### src/rtl/if_id_skid_if.sv
// IF/ID handshake bundle: the fetch/decode environment is the master,
// the skid stage is the slave.
interface if_id_skid_if #(
   parameter int IW = 32,
   parameter int AW = 32,
   parameter int CW = 16
);
   logic          in_valid;
   logic          in_ready;
   logic [IW-1:0] in_instr;
   logic [AW-1:0] in_pc;
   logic          flush;
   logic          out_valid;
   logic          out_ready;
   logic [IW-1:0] out_instr;
   logic [AW-1:0] out_pc_next;
   logic [AW-1:0] out_pc;
   logic [CW-1:0] stall_cnt;

   modport master (
      output in_valid, in_instr, in_pc, flush, out_ready,
      input  in_ready, out_valid, out_instr, out_pc_next, out_pc, stall_cnt
   );

   modport slave (
      input  in_valid, in_instr, in_pc, flush, out_ready,
      output in_ready, out_valid, out_instr, out_pc_next, out_pc, stall_cnt
   );
endinterface

### src/rtl/if_id_skid.sv
// IF/ID pipeline register built as a 2-entry skid buffer (main + skid)
// with flush, precomputed next PC and a saturating stall counter.
module if_id_skid #(
   parameter int            IW      = 32,
   parameter int            AW      = 32,
   parameter int            PC_STEP = 4,
   parameter logic [IW-1:0] NOP     = {IW{1'b0}},
   parameter int            CW      = 16
) (
   input logic          clock,
   input logic          reset_n,
   if_id_skid_if.slave  bus
);

   typedef enum logic [1:0] {EMPTY, ONE, FULL} state_t;

   state_t        r_state;
   state_t        w_nextState;
   logic          r_inReady;
   logic [IW-1:0] r_mainInstr;
   logic [AW-1:0] r_mainPc;
   logic [AW-1:0] r_mainPcNext;
   logic [IW-1:0] r_skidInstr;
   logic [AW-1:0] r_skidPc;
   logic [AW-1:0] r_skidPcNext;
   logic [CW-1:0] r_stallCnt;

   logic          w_outValid;
   logic          w_xferIn;
   logic          w_xferOut;
   logic          w_loadMain;
   logic          w_loadSkid;
   logic          w_skidToMain;
   logic [AW-1:0] w_inPcNext;

   // A flushed beat is never accepted, even though in_ready may be high.
   assign w_outValid = (r_state != EMPTY);
   assign w_xferIn   = bus.in_valid & r_inReady & ~bus.flush;
   assign w_xferOut  = w_outValid & bus.out_ready;
   assign w_inPcNext = bus.in_pc + AW'(PC_STEP);

   always_comb begin
      w_nextState  = r_state;
      w_loadMain   = 1'b0;
      w_loadSkid   = 1'b0;
      w_skidToMain = 1'b0;
      if (bus.flush) begin
         w_nextState = EMPTY;
      end else begin
         case (r_state)
            EMPTY: begin
               if (w_xferIn) begin
                  w_loadMain  = 1'b1;
                  w_nextState = ONE;
               end
            end
            ONE: begin
               if (w_xferIn && w_xferOut) begin
                  w_loadMain = 1'b1;
               end else if (w_xferIn) begin
                  w_loadSkid  = 1'b1;
                  w_nextState = FULL;
               end else if (w_xferOut) begin
                  w_nextState = EMPTY;
               end
            end
            FULL: begin
               if (w_xferOut) begin
                  w_skidToMain = 1'b1;
                  w_nextState  = ONE;
               end
            end
            default: w_nextState = EMPTY;
         endcase
      end
   end

   // in_ready is registered: it is simply "next state will not be FULL".
   always_ff @(posedge clock or negedge reset_n) begin
      if (!reset_n) begin
         r_state   <= EMPTY;
         r_inReady <= 1'b1;
      end else begin
         r_state   <= w_nextState;
         r_inReady <= (w_nextState != FULL);
      end
   end

   always_ff @(posedge clock or negedge reset_n) begin
      if (!reset_n) begin
         r_mainInstr  <= NOP;
         r_mainPc     <= '0;
         r_mainPcNext <= '0;
      end else if (w_loadMain) begin
         r_mainInstr  <= bus.in_instr;
         r_mainPc     <= bus.in_pc;
         r_mainPcNext <= w_inPcNext;
      end else if (w_skidToMain) begin
         r_mainInstr  <= r_skidInstr;
         r_mainPc     <= r_skidPc;
         r_mainPcNext <= r_skidPcNext;
      end
   end

   always_ff @(posedge clock or negedge reset_n) begin
      if (!reset_n) begin
         r_skidInstr  <= NOP;
         r_skidPc     <= '0;
         r_skidPcNext <= '0;
      end else if (w_loadSkid) begin
         r_skidInstr  <= bus.in_instr;
         r_skidPc     <= bus.in_pc;
         r_skidPcNext <= w_inPcNext;
      end
   end

   // Stall accounting deliberately ignores flush.
   always_ff @(posedge clock or negedge reset_n) begin
      if (!reset_n) begin
         r_stallCnt <= '0;
      end else if (w_outValid && !bus.out_ready && (r_stallCnt != {CW{1'b1}})) begin
         r_stallCnt <= r_stallCnt + CW'(1);
      end
   end

   assign bus.in_ready    = r_inReady;
   assign bus.out_valid   = w_outValid;
   assign bus.out_instr   = w_outValid ? r_mainInstr : NOP;
   assign bus.out_pc      = r_mainPc;
   assign bus.out_pc_next = r_mainPcNext;
   assign bus.stall_cnt   = r_stallCnt;

endmodule

### src/flat_wrapper.sv
// flat-port wrapper written by rule: the top's interface ports become plain ports
module if_id_skid_flat 
#(
   parameter int            IW      = 32,
   parameter int            AW      = 32,
   parameter int            PC_STEP = 4,
   parameter logic [IW-1:0] NOP     = {IW{1'b0}},
   parameter int            CW      = 16
)
  (clock, reset_n, bus_in_valid, bus_in_instr, bus_in_pc, bus_flush, bus_out_ready, bus_in_ready, bus_out_valid, bus_out_instr, bus_out_pc_next, bus_out_pc, bus_stall_cnt);
  if_id_skid_if #(.IW(IW), .AW(AW), .CW(CW)) bus_i ();
  input logic clock;
  input logic reset_n;
  input wire logic [$bits(bus_i.in_valid)-1:0] bus_in_valid;
  input wire logic [$bits(bus_i.in_instr)-1:0] bus_in_instr;
  input wire logic [$bits(bus_i.in_pc)-1:0] bus_in_pc;
  input wire logic [$bits(bus_i.flush)-1:0] bus_flush;
  input wire logic [$bits(bus_i.out_ready)-1:0] bus_out_ready;
  output wire logic [$bits(bus_i.in_ready)-1:0] bus_in_ready;
  output wire logic [$bits(bus_i.out_valid)-1:0] bus_out_valid;
  output wire logic [$bits(bus_i.out_instr)-1:0] bus_out_instr;
  output wire logic [$bits(bus_i.out_pc_next)-1:0] bus_out_pc_next;
  output wire logic [$bits(bus_i.out_pc)-1:0] bus_out_pc;
  output wire logic [$bits(bus_i.stall_cnt)-1:0] bus_stall_cnt;
  assign bus_i.in_valid = bus_in_valid;
  assign bus_i.in_instr = bus_in_instr;
  assign bus_i.in_pc = bus_in_pc;
  assign bus_i.flush = bus_flush;
  assign bus_i.out_ready = bus_out_ready;
  assign bus_in_ready = bus_i.in_ready;
  assign bus_out_valid = bus_i.out_valid;
  assign bus_out_instr = bus_i.out_instr;
  assign bus_out_pc_next = bus_i.out_pc_next;
  assign bus_out_pc = bus_i.out_pc;
  assign bus_stall_cnt = bus_i.stall_cnt;
  if_id_skid #(.IW(IW), .AW(AW), .PC_STEP(PC_STEP), .NOP(NOP), .CW(CW)) u_core (.clock(clock), .reset_n(reset_n), .bus(bus_i));
endmodule
### config.mk
export PLATFORM = sky130hd
export DESIGN_NAME = if_id_skid_flat
export DESIGN_NICKNAME = d
export VERILOG_FILES = /design/src/rtl/if_id_skid_if.sv /design/src/rtl/if_id_skid.sv /design/src/flat_wrapper.sv
export SDC_FILE = /design/constraint.sdc
export NUM_CORES = 1
export LEC_CHECK = 0
export BUFFER_PORTS_ARGS = -buffer_cell sky130_fd_sc_hd__buf_2
export CAP_MARGIN = 15
export CORE_UTILIZATION = 35
export CTS_BUF_LIST = sky130_fd_sc_hd__clkbuf_8
export CTS_CLUSTER_SIZE = 8
export DETAILED_ROUTE_END_ITERATION = 10
export SETUP_SLACK_MARGIN = 0.5
export SLEW_MARGIN = 10
export SYNTH_ARGS = -nofsm -noshare
export SYNTH_HDL_FRONTEND = slang
export SYNTH_SLANG_ARGS = --single-unit
### constraint.sdc
create_clock -name clock -period 2.15 [get_ports clock]
set_clock_uncertainty 0.1 [all_clocks]
set_input_delay 0.43 -clock clock [delete_from_list [all_inputs] [get_ports clock]]
set_output_delay 0.43 -clock clock [all_outputs]
set_load 0.005 [all_outputs]
==> impl_metrics.csv, run 1 <==
group,metric,value,unit
placement,gp_congestion,0.787,
setup_path,path_cells,"buf_6 -> buf_6 -> nor4_4 -> buf_6 -> buf_12 -> nand2_4 -> or4_4 -> nand4_1",
grt,grt_overflow_total,0,
logic_synthesis,avgSynthCellArea,10.8,um^2
sta,period_share,94.6,%
logic_synthesis,syn_inst,834,
logic_synthesis,yosysWarnings,0,
logic_synthesis,synth_common_cells,"dfrtp_1, nand2_1, a22oi_1",
layout,syn2layout_area_growth,62.1,%
logic_synthesis,async_reset_ff_share,100,%
power_and_ir_drop,powerDensity,853,nW/um^2
routing,num_vias,7983,
layout,fill_cells,2077,
logic_synthesis,ys_seq_area_share,57.5,%
floorplanning,fp-row-count,58,
cts,root_buffer,"clkbuf_8",
floorplanning,dieArea,26400,um^2
layout,fin_cells,1520,
cts,cts_max_level,2,
cts,cts.clk_slew.worst_paths,0.07,ns
run,maxCapViolCount,0,
setup_path,critPathKind,"flip-flop to flip-flop",
setup_path,critical-path-top-delay-family,"simple AND/OR/NAND/NOR gates",
setup_path,crit_arrival,2.41,ns
power_and_ir_drop,p_comb_share,23.3,%
logic_synthesis,ys_types,44,
floorplanning,io-pin-count,183,
routing,drt_iter0_markers,474,
logic_synthesis,ys_seq_elements,207,
floorplanning,die_x,162,um
routing,finalWirelength,30900,um
sta,finalSetupViolations,0,
cts,cts_buffer_depth,3,
placement,hpwl,15600,um
cts,cts.sinks,207,
logic_synthesis,syn_nets,905,
routing,route.detailed.drc,0,
setup_path,cp.required,2.53,ns
routing,firstDrtPassIters,4,
worst_hold_path,min_from,"bus_in_pc[0]",
floorplanning,coreArea,25200,um^2
power_and_ir_drop,irDropWorstVdd,0.512,mV
sta,relSlewSlack,67.7,%
logic_synthesis,syn-cell-area,9010,um^2
grt,grt_pass1_vias,7821,
layout,finalNetCount,1234,
setup_path,crit_buf_inv,4,
setup_path,cp_max_fo,4,
routing,avgRoutedWirePerCell,20.3,um
setup_path,reg2reg_from,"u_core.r_state[1]",
layout,antennaDiodeCount,0,
cts,clk_latency,0.54,ns
routing,via_per_inst,5.25,
power_and_ir_drop,power,12.5,mW
placement,post_dp_cell_area,10700,um^2
grt,grt_usage,22.4,%
placement,place_ws,0.0747,ns
sta,rsz0062_at_grt,"true",
power_and_ir_drop,seq_power_share,44.4,%
setup_path,end_kind,"flip-flop",
logic_synthesis,synth_edf_count,0,
logic_synthesis,yosys-top-cells-area,"dfrtp_1, mux2_2, nand2_1, a22oi_1, o21ai_0",
outcome,status,"complete, no violations",
grt,antenna_found_initial,0,
placement,port_buffers,182,
sta,worstMarginPinSlew,0.485,ns
power_and_ir_drop,leakage,6.92,nW
logic_synthesis,yosysMostFrequentCell,"dfrtp_1",
sta,setup_tns,0,ns
logic_synthesis,synthFlopType,"dfrtp_1",
grt,grt_pass1_wl,45300,um
sta,slew_viol_final,0,
layout,seqCellArea,5180,um^2
floorplanning,start_util,35.8,%
layout,drive_above_1_share,58.3,%
sta,whs,0.0335,ns
routing,ant_nets,0,
worst_hold_path,hold_path.class,"input port to flip-flop",
power_and_ir_drop,switching_share,29.2,%
layout,fin_area,14600,um^2
cts,cts_buffers,39,
placement,dpl.cell_count,1327,
logic_synthesis,synth_top_area_share,57.2,%
power_and_ir_drop,p_int,8.82,mW
sta,fmax,0.492,GHz
floorplanning,die_h,162,um
setup_path,cp_slowest_stage_delay,0.51,ns
setup_path,startpoint_type,"flip-flop",
power_and_ir_drop,p_sw,3.63,mW
sta,layout_setup_ws,0.117,ns
sta,hold_viol,0,
power_and_ir_drop,pwr-share-clk,32.3,%
cts,cts_tree,"built",
grt,grt_max_degree,57,
layout,multi_input_area,4740,um^2
sta,period_needed,2.03,ns
logic_synthesis,synth_top_area_cell,"dfrtp_1",
layout,final_util,58.0,%
setup_path,startpoint,"u_core.r_state[1]",
setup_path,cp_slowest_cell,"or4_4",
setup_path,cpMostUsedCell,"buf_6",
-- path summary, 6_finish.rpt --
check                                              to  slack (ns)  cells past startpoint
setup / recovery           u_core.bus.out_pc_next[31]        0.12                      8
hold / removal                 u_core.r_skidPcNext[0]        0.03                      2
setup reg to reg           u_core.bus.out_pc_next[31]        0.12                      8
hold reg to reg                  u_core.bus.out_pc[3]        0.37                      2
max in group asynchronous     u_core.bus.stall_cnt[2]        0.95                      3
min in group asynchronous       u_core.bus.out_pc[10]        0.33                      2
-- worst register-to-register path, delay by kind of cell, from the launching register on --
family,cells,cell delay (ns)
buffers and inverters,4,0.54
and+or+nand+nor,4,0.93
DFF,1,0.42
-- layout make-up --
class	instances	share of cell area (%)
Clock inverter	10	0.274
Multi-Input combinational cell	570	32.5
Timing Repair Buffer	340	23.3
Sequential cell	207	35.5
Tap cell	330	2.83
Inverter	5	0.129
Clock buffer	58	5.47
-- power groups by stage --
| stage | registers [mW] | clock network [mW] | logic [mW] |
|---|---|---|---|
| after floorplan | 5.30 | 0 | 1.07 |
| after global placement | 5.36 | 0 | 1.83 |
| after detailed placement | 5.39 | 0 | 1.88 |
| after CTS | 5.35 | 4.10 | 2.37 |
| after global routing | 5.63 | 4.30 | 3.17 |
| final | 5.53 | 4.02 | 2.91 |
-- placed cells by master, fill, tap and decap left out, types with 3 or more instances in the layout --
| cell | n |
|---|---|
| xnor2_1 | 21 |
| nor2_1 | 9 |
| nand2_4 | 54 |
| nor2_2 | 4 |
| buf_12 | 30 |
| buf_16 | 34 |
| a22oi_2 | 29 |
| a22oi_1 | 46 |
| o211ai_1 | 14 |
| xor2_1 | 22 |
| a221o_1 | 5 |
| buf_8 | 6 |
| clkbuf_8 | 58 |
| nand4_1 | 12 |
| nor2_4 | 5 |
| and4_1 | 4 |
| nor3_1 | 5 |
| buf_4 | 56 |
| o21ai_2 | 37 |
| buf_6 | 31 |
| clkbuf_16 | 4 |
| and3_4 | 3 |
| dfrtp_1 | 203 |
| dfrtp_2 | 3 |
| nor4_4 | 3 |
| o21ai_1 | 8 |
| nand3_2 | 14 |
| inv_1 | 13 |
| nor2b_1 | 32 |
| and3_1 | 6 |
| nand3_1 | 21 |
| nand2_1 | 68 |
| nand2_2 | 57 |
| mux2_2 | 62 |
| buf_2 | 178 |
-- state kept, by name, indices dropped and copies added, names as in the netlist --
| name | flops |
|---|---|
| u_core.bus.out_pc_next | 32 |
| u_core.r_mainInstr | 32 |
| u_core.r_skidInstr | 32 |
| u_core.r_skidPcNext | 32 |
| u_core.bus.out_pc | 30 |
| u_core.r_skidPc | 30 |
| u_core.bus.stall_cnt | 16 |
| u_core.r_state | 2 |
| u_core.bus.in_ready | 1 |
-- timing repair --
| item | in CTS | in global routing |
|---|---|---|
| hold endpoints to repair | 48 | 0 |
| cloned | 32 | 4 |
| endpoints found under the setup margin | 242 | 248 |
| buffers inserted | 51 | 37 |
| gates resized for setup | 153 | 252 |
| pin swaps | 38 | 105 |
| hold buffers | 1 | 0 |
-- routing by layer --
| metal | vias up | track usage [%] | part of all wire (%) |
|---|---|---|---|
| met5 | - | 0 | 0 |
| met4 | 0 | 7.72 | 2.6 |
| met3 | 61 | 5.47 | 6.4 |
| met2 | 279 | 36.2 | 49 |
| met1 | 4017 | 29.3 | 42 |
| li1 | 3626 | - | - |
-- cell families after synthesis --
logic type / synth area share, %
buf+inv: 2.53
compound gates: 10.9
xor+xnor: 4.18
flops: 57.5
mux: 7.99
simple gates: 16.6
fa+ha+maj: 0.278
(Power assumes the default switching activity.)
==> inputs of run 2 (changes only) <==
BUFFER_PORTS_ARGS = -buffer_cell sky130_fd_sc_hd__clkbuf_2   (was -buffer_cell sky130_fd_sc_hd__buf_2)
==> impl_metrics.csv, run 2 (synthesis results as in run 1) <==
group,metric,value,unit
outcome,status,"complete, but fails checks",
outcome,violations,"setup timing",
sta,slew_viol_final,0,
grt,grt_overflow_total,0,
cts,root_buffer,"clkbuf_8",
routing,route.detailed.drc,0,
setup_path,cp_max_fo,6,
setup_path,path_cells,"buf_6 -> nor2_4 -> buf_4 -> buf_8 -> nor2b_1 -> clkbuf_2",
layout,drive_above_1_share,59.6,%
routing,drt_iter0_markers,578,
floorplanning,die_h,162,um
sta,whs,0.0387,ns
cts,cts_buffers,37,
layout,finalNetCount,1230,
power_and_ir_drop,leakage,7.16,nW
routing,ant_nets,0,
sta,fmax,0.460,GHz
routing,wl_met2,15900,um
sta,period_share,101,%
floorplanning,coreArea,25200,um^2
sta,rsz0062_at_grt,"true",
placement,hpwl,15500,um
setup_path,crit_buf_inv,4,
setup_path,crit_arrival,1.64,ns
setup_path,end_kind,"primary output",
power_and_ir_drop,seq_power_share,44.1,%
routing,num_vias,8072,
cts,cts_buffer_depth,3,
power_and_ir_drop,pwr-share-clk,30.9,%
sta,hold_viol,0,
worst_hold_path,hold_path.class,"input port to flip-flop",
setup_path,critical-path-top-delay-family,"buffers and inverters",
layout,final_cell_mix,"dfrtp_1, clkbuf_2, nand2_1, a22oi_2, mux2_4",
routing,met1_length,13400,um
setup_path,cp_slowest_stage_delay,0.39,ns
power_and_ir_drop,p_int,8.87,mW
routing,via_per_inst,5.32,
cts,cts.clk_slew.worst_paths,0.07,ns
routing,avgRoutedWirePerCell,21.4,um
grt,grt_max_degree,53,
floorplanning,die_x,162,um
floorplanning,dieArea,26400,um^2
power_and_ir_drop,p_sw,3.76,mW
layout,fill_cells,2016,
routing,finalWirelength,32400,um
setup_path,startpoint_type,"flip-flop",
power_and_ir_drop,power,12.6,mW
sta,relSlewSlack,60.6,%
sta,setup_tns,-0.162,ns
routing,wl_met3,2060,um
power_and_ir_drop,switching_share,29.8,%
setup_path,critPathKind,"flip-flop to primary output",
grt,grt_usage,21.8,%
layout,fin_area,14900,um^2
placement,place_ws,0.0897,ns
placement,gp_congestion,0.763,
sta,worstMarginPinSlew,0.586,ns
routing,maxUsedRoutingLayer,"met5",
cts,clk_latency,0.54,ns
layout,final_common_cell,"dfrtp_1",
power_and_ir_drop,powerDensity,848,nW/um^2
cts,cts.sinks,207,
layout,syn2layout_area_growth,65.4,%
sta,layout_setup_ws,-0.0242,ns
placement,post_dp_cell_area,10600,um^2
grt,grt_pass1_wl,43900,um
floorplanning,io-pin-count,183,
floorplanning,start_util,35.8,%
power_and_ir_drop,irDropWorstVdd,0.541,mV
routing,firstDrtPassIters,6,
sta,period_needed,2.17,ns
layout,antennaDiodeCount,0,
grt,grt_pass1_vias,7608,
setup_path,cp_slowest_cell,"dfrtp_1",
run,maxCapViolCount,0,
setup_path,cp.required,1.62,ns
cts,cts_max_level,2,
cts,cts_tree,"built",
power_and_ir_drop,p_comb_share,25.0,%
grt,antenna_found_initial,1,
sta,finalSetupViolations,18,
placement,port_buffers,182,
floorplanning,fp-row-count,58,
-- run 2: cell types whose count changed in the layout (fill, tap and decap cells not counted), moves of 36 or more --
cell	previous run	this run
buf_2	178	2
clkbuf_2	0	178
mux2_4	1	63
a22oi_1	46	10
a22oi_2	29	65
mux2_2	62	0
-- run 2: worst min-delay path, delay by kind of cell --
family                 cells  cell delay (ns)
AO/OA/AOI/OAI              1             0.07
buffers and inverters      1             0.10
AND/OR/NAND/NOR            1             0.05
-- run 2: what timing repair did --
item / 4_1_cts / 5_1_grt
pin swaps: 72 / 128
resized for setup: 209 / 279
setup endpoints to repair: 242 / 253
endpoints found under the hold margin: 46 / 0
hold buffers: 1 / 0
buffers inserted: 43 / 32
cloned: 27 / 19
-- run 2: worst paths after layout --
path / slack [ns] / start / endpoint / cells past startpoint
setup / recovery: -0.02 / u_core.r_state[1] / bus_out_instr[3] / 6
hold / removal: 0.04 / bus_in_pc[0] / u_core.bus.out_pc_next[0] / 3
setup reg to reg: 0.06 / u_core.r_state[0] / u_core.bus.out_pc_next[17] / 8
hold reg to reg: 0.37 / u_core.r_mainInstr[20] / u_core.r_mainInstr[20] / 2
max in group asynchronous: 0.94 / reset_n / u_core.bus.in_ready / 3
min in group asynchronous: 0.32 / reset_n / u_core.bus.out_pc_next[14] / 2
-- run 2: final cells by class --
class                           instances  area [um^2]  area share (%)
Clock buffer                           50          688            4.62
Clock inverter                         17         98.8           0.664
Inverter                                5         18.8           0.126
Tap cell                              330          413            2.77
Timing Repair Buffer                  338         3430            23.1
Multi-Input combinational cell        570         5050            33.9
Sequential cell                       207         5190            34.8
-- run 2: power by group through the flow --
stage	sequential, mW	combinational (mW)	clock [mW]
3_5_place_dp	5.41	1.87	0
6_report	5.56	3.16	3.90
5_1_grt	5.66	3.41	4.15
2_1_floorplan	5.30	1.07	0
3_3_place_gp	5.37	1.83	0
4_1_cts	5.40	2.50	3.98
-- run 2: routing by layer --
layer / GRT usage (%) / vias up
met5: 0 / -
met4: 6.73 / 2
met3: 4.74 / 74
met2: 35.8 / 289
met1: 28.8 / 4097
li1: - / 3610
-- run 2: metrics by stage --
stage	instances	utilization, %
after floorplan	834	-
final	1517	59.1
after global routing	1517	59.1
after CTS	1466	52.9
after global placement	1328	42.3
after detailed placement	1328	42.3
==> inputs of run 3 (changes only) <==
CORE_UTILIZATION = 49   (was 35)
PLACE_DENSITY = 0.72   (was not set)
==> impl_metrics.csv, run 3 (synthesis results as in run 1) <==
group,metric,value,unit
routing,route.detailed.drc,0,
power_and_ir_drop,leakage,7.12,nW
grt,antenna_found_initial,0,
grt,grt_overflow_total,0,
grt,grt_pass1_vias,7772,
setup_path,crit_buf_inv,3,
floorplanning,coreArea,18000,um^2
cts,root_buffer,"clkbuf_8",
routing,via_per_inst,6.10,
setup_path,cp_max_fo,4,
floorplanning,start_util,50.1,%
grt,grt_pass1_wl,41600,um
grt,grt_max_degree,67,
setup_path,r2r_cells,6,
cts,cts_max_level,2,
grt,grt_usage,29.1,%
layout,antennaDiodeCount,0,
worst_hold_path,hold_path_depth,3,
placement,port_buffers,182,
setup_path,critical-path-top-delay-family,"simple AND/OR/NAND/NOR gates",
placement,hpwl,14400,um
sta,period_share,101,%
setup_path,startpoint_type,"flip-flop",
cts,cts_tree,"built",
floorplanning,die_h,138,um
cts,cts.sinks,207,
sta,worstMarginPinSlew,0.492,ns
power_and_ir_drop,power,12.5,mW
power_and_ir_drop,irDropWorstVdd,0.610,mV
floorplanning,io-pin-count,183,
floorplanning,dieArea,18900,um^2
sta,period_needed,2.18,ns
setup_path,crit_arrival,2.48,ns
layout,drive_above_1_share,59.1,%
run,maxCapViolCount,0,
cts,cts_buffer_depth,3,
placement,gp_congestion,0.789,
layout,fin_area,14600,um^2
routing,avgRoutedWirePerCell,25.2,um
sta,hold_viol,0,
sta,setup_tns,-0.0259,ns
placement,place_ws,0.0368,ns
cts,cts.clk_slew.worst_paths,0.07,ns
worst_hold_path,hold_path.class,"input port to flip-flop",
layout,final_common_cell,"dfrtp_1",
routing,ant_nets,0,
layout,final_util,81.3,%
sta,relSlewSlack,67.2,%
sta,fmax,0.460,GHz
layout,syn2layout_area_growth,62.1,%
cts,clk_latency,0.55,ns
routing,finalWirelength,35600,um
layout,fill_cells,934,
worst_hold_path,min_from,"bus_in_instr[23]",
sta,slew_viol_final,0,
setup_path,critPathKind,"flip-flop to flip-flop",
outcome,violations,"setup timing",
floorplanning,fp-row-count,49,
setup_path,cp_slowest_stage_delay,0.55,ns
placement,post_dp_cell_area,10600,um^2
setup_path,cp_slowest_cell,"or4_4",
outcome,status,"complete, but fails checks",
routing,firstDrtPassIters,5,
routing,num_vias,8629,
routing,drt_iter0_markers,717,
cts,cts_buffers,37,
floorplanning,die_x,138,um
setup_path,reg2reg_to,"u_core.bus.out_pc_next[15]",
setup_path,reg2reg_from,"u_core.r_state[0]",
setup_path,cp.required,2.45,ns
layout,final_cell_mix,"dfrtp_1, clkbuf_2, nand2_1, nand2_2, mux2_4",
worst_hold_path,holdPathEnd,"u_core.r_mainInstr[23]",
layout,finalNetCount,1231,
sta,rsz0062_at_grt,"true",
setup_path,end_kind,"flip-flop",
sta,layout_setup_ws,-0.0259,ns
sta,finalSetupViolations,1,
power_and_ir_drop,powerDensity,858,nW/um^2
setup_path,path_cells,"buf_6 -> nor2b_4 -> or4_4 -> buf_12 -> buf_16 -> o211ai_1",
setup_path,r2r_setup_slack,-0.03,ns
==> run 3: worst min-delay path, stage by stage <==
cell and delay [ns]:
clkbuf_2 0.10, a22oi_2 0.07, nand2_1 0.06
==> run 3: final cells by class <==
class | count | area [um^2] | share of cell area (%)
timing repair buffer | 339 | 3420 | 23.4
tap | 229 | 287 | 1.96
inverter | 5 | 18.8 | 0.129
sequential | 207 | 5190 | 35.5
clock buffer | 46 | 633 | 4.34
clock inverter | 18 | 72.6 | 0.497
multi-input combinational | 570 | 4980 | 34.1
==> run 3: routing by layer <==
layer | global-route usage [%] | part of all wire [%] | up-vias
met4 | 11.7 | 5.6 | 0
met3 | 7.06 | 7.5 | 157
li1 | - | - | 3614
met2 | 47.0 | 49 | 527
met1 | 37.6 | 38 | 4331
met5 | 0 | 0 | -
==> run 3: worst max-delay path by stage <==
stage	from	to	slack [ns]	cells past startpoint
finish	u_core.r_state[0]	u_core.bus.out_pc_next[15]	-0.03	6
floorplan	bus_in_pc[9]	u_core.bus.out_pc_next[31]	0.32	6
detailed placement	bus_out_ready	u_core.bus.out_pc_next[27]	0.04	6
CTS	u_core.r_state[1]	bus_out_instr[6]	0.07	5
global route	u_core.r_state[0]	u_core.bus.out_pc_next[15]	-0.04	6
global placement	bus_out_ready	u_core.bus.out_pc_next[27]	0.07	6
==> run 3: repair_timing <==
action / CTS / global route
pin swaps: 93 / 96
gates resized for setup: 174 / 308
gates cloned: 27 / 20
endpoints found under the setup margin: 231 / 240
buffers inserted: 42 / 28
endpoints found under the hold margin: 48 / 0
hold buffers: 1 / 0
==> run 3: metrics by stage <==
stage | hold slack, ns | instances
after floorplan | 0.0344 | 834
after global placement | 0.338 | 1232
after detailed placement | 0.335 | 1232
after CTS | 0.0245 | 1366
after global routing | 0.0370 | 1414
final | 0.0419 | 1414
==> run 3: power by group <==
part           switching (mW)  total, mW  internal, mW
Clock                    1.71       3.63          1.92
Combinational            1.42       3.24          1.83
Sequential              0.830       5.65          4.82
Total                    3.96       12.5          8.56
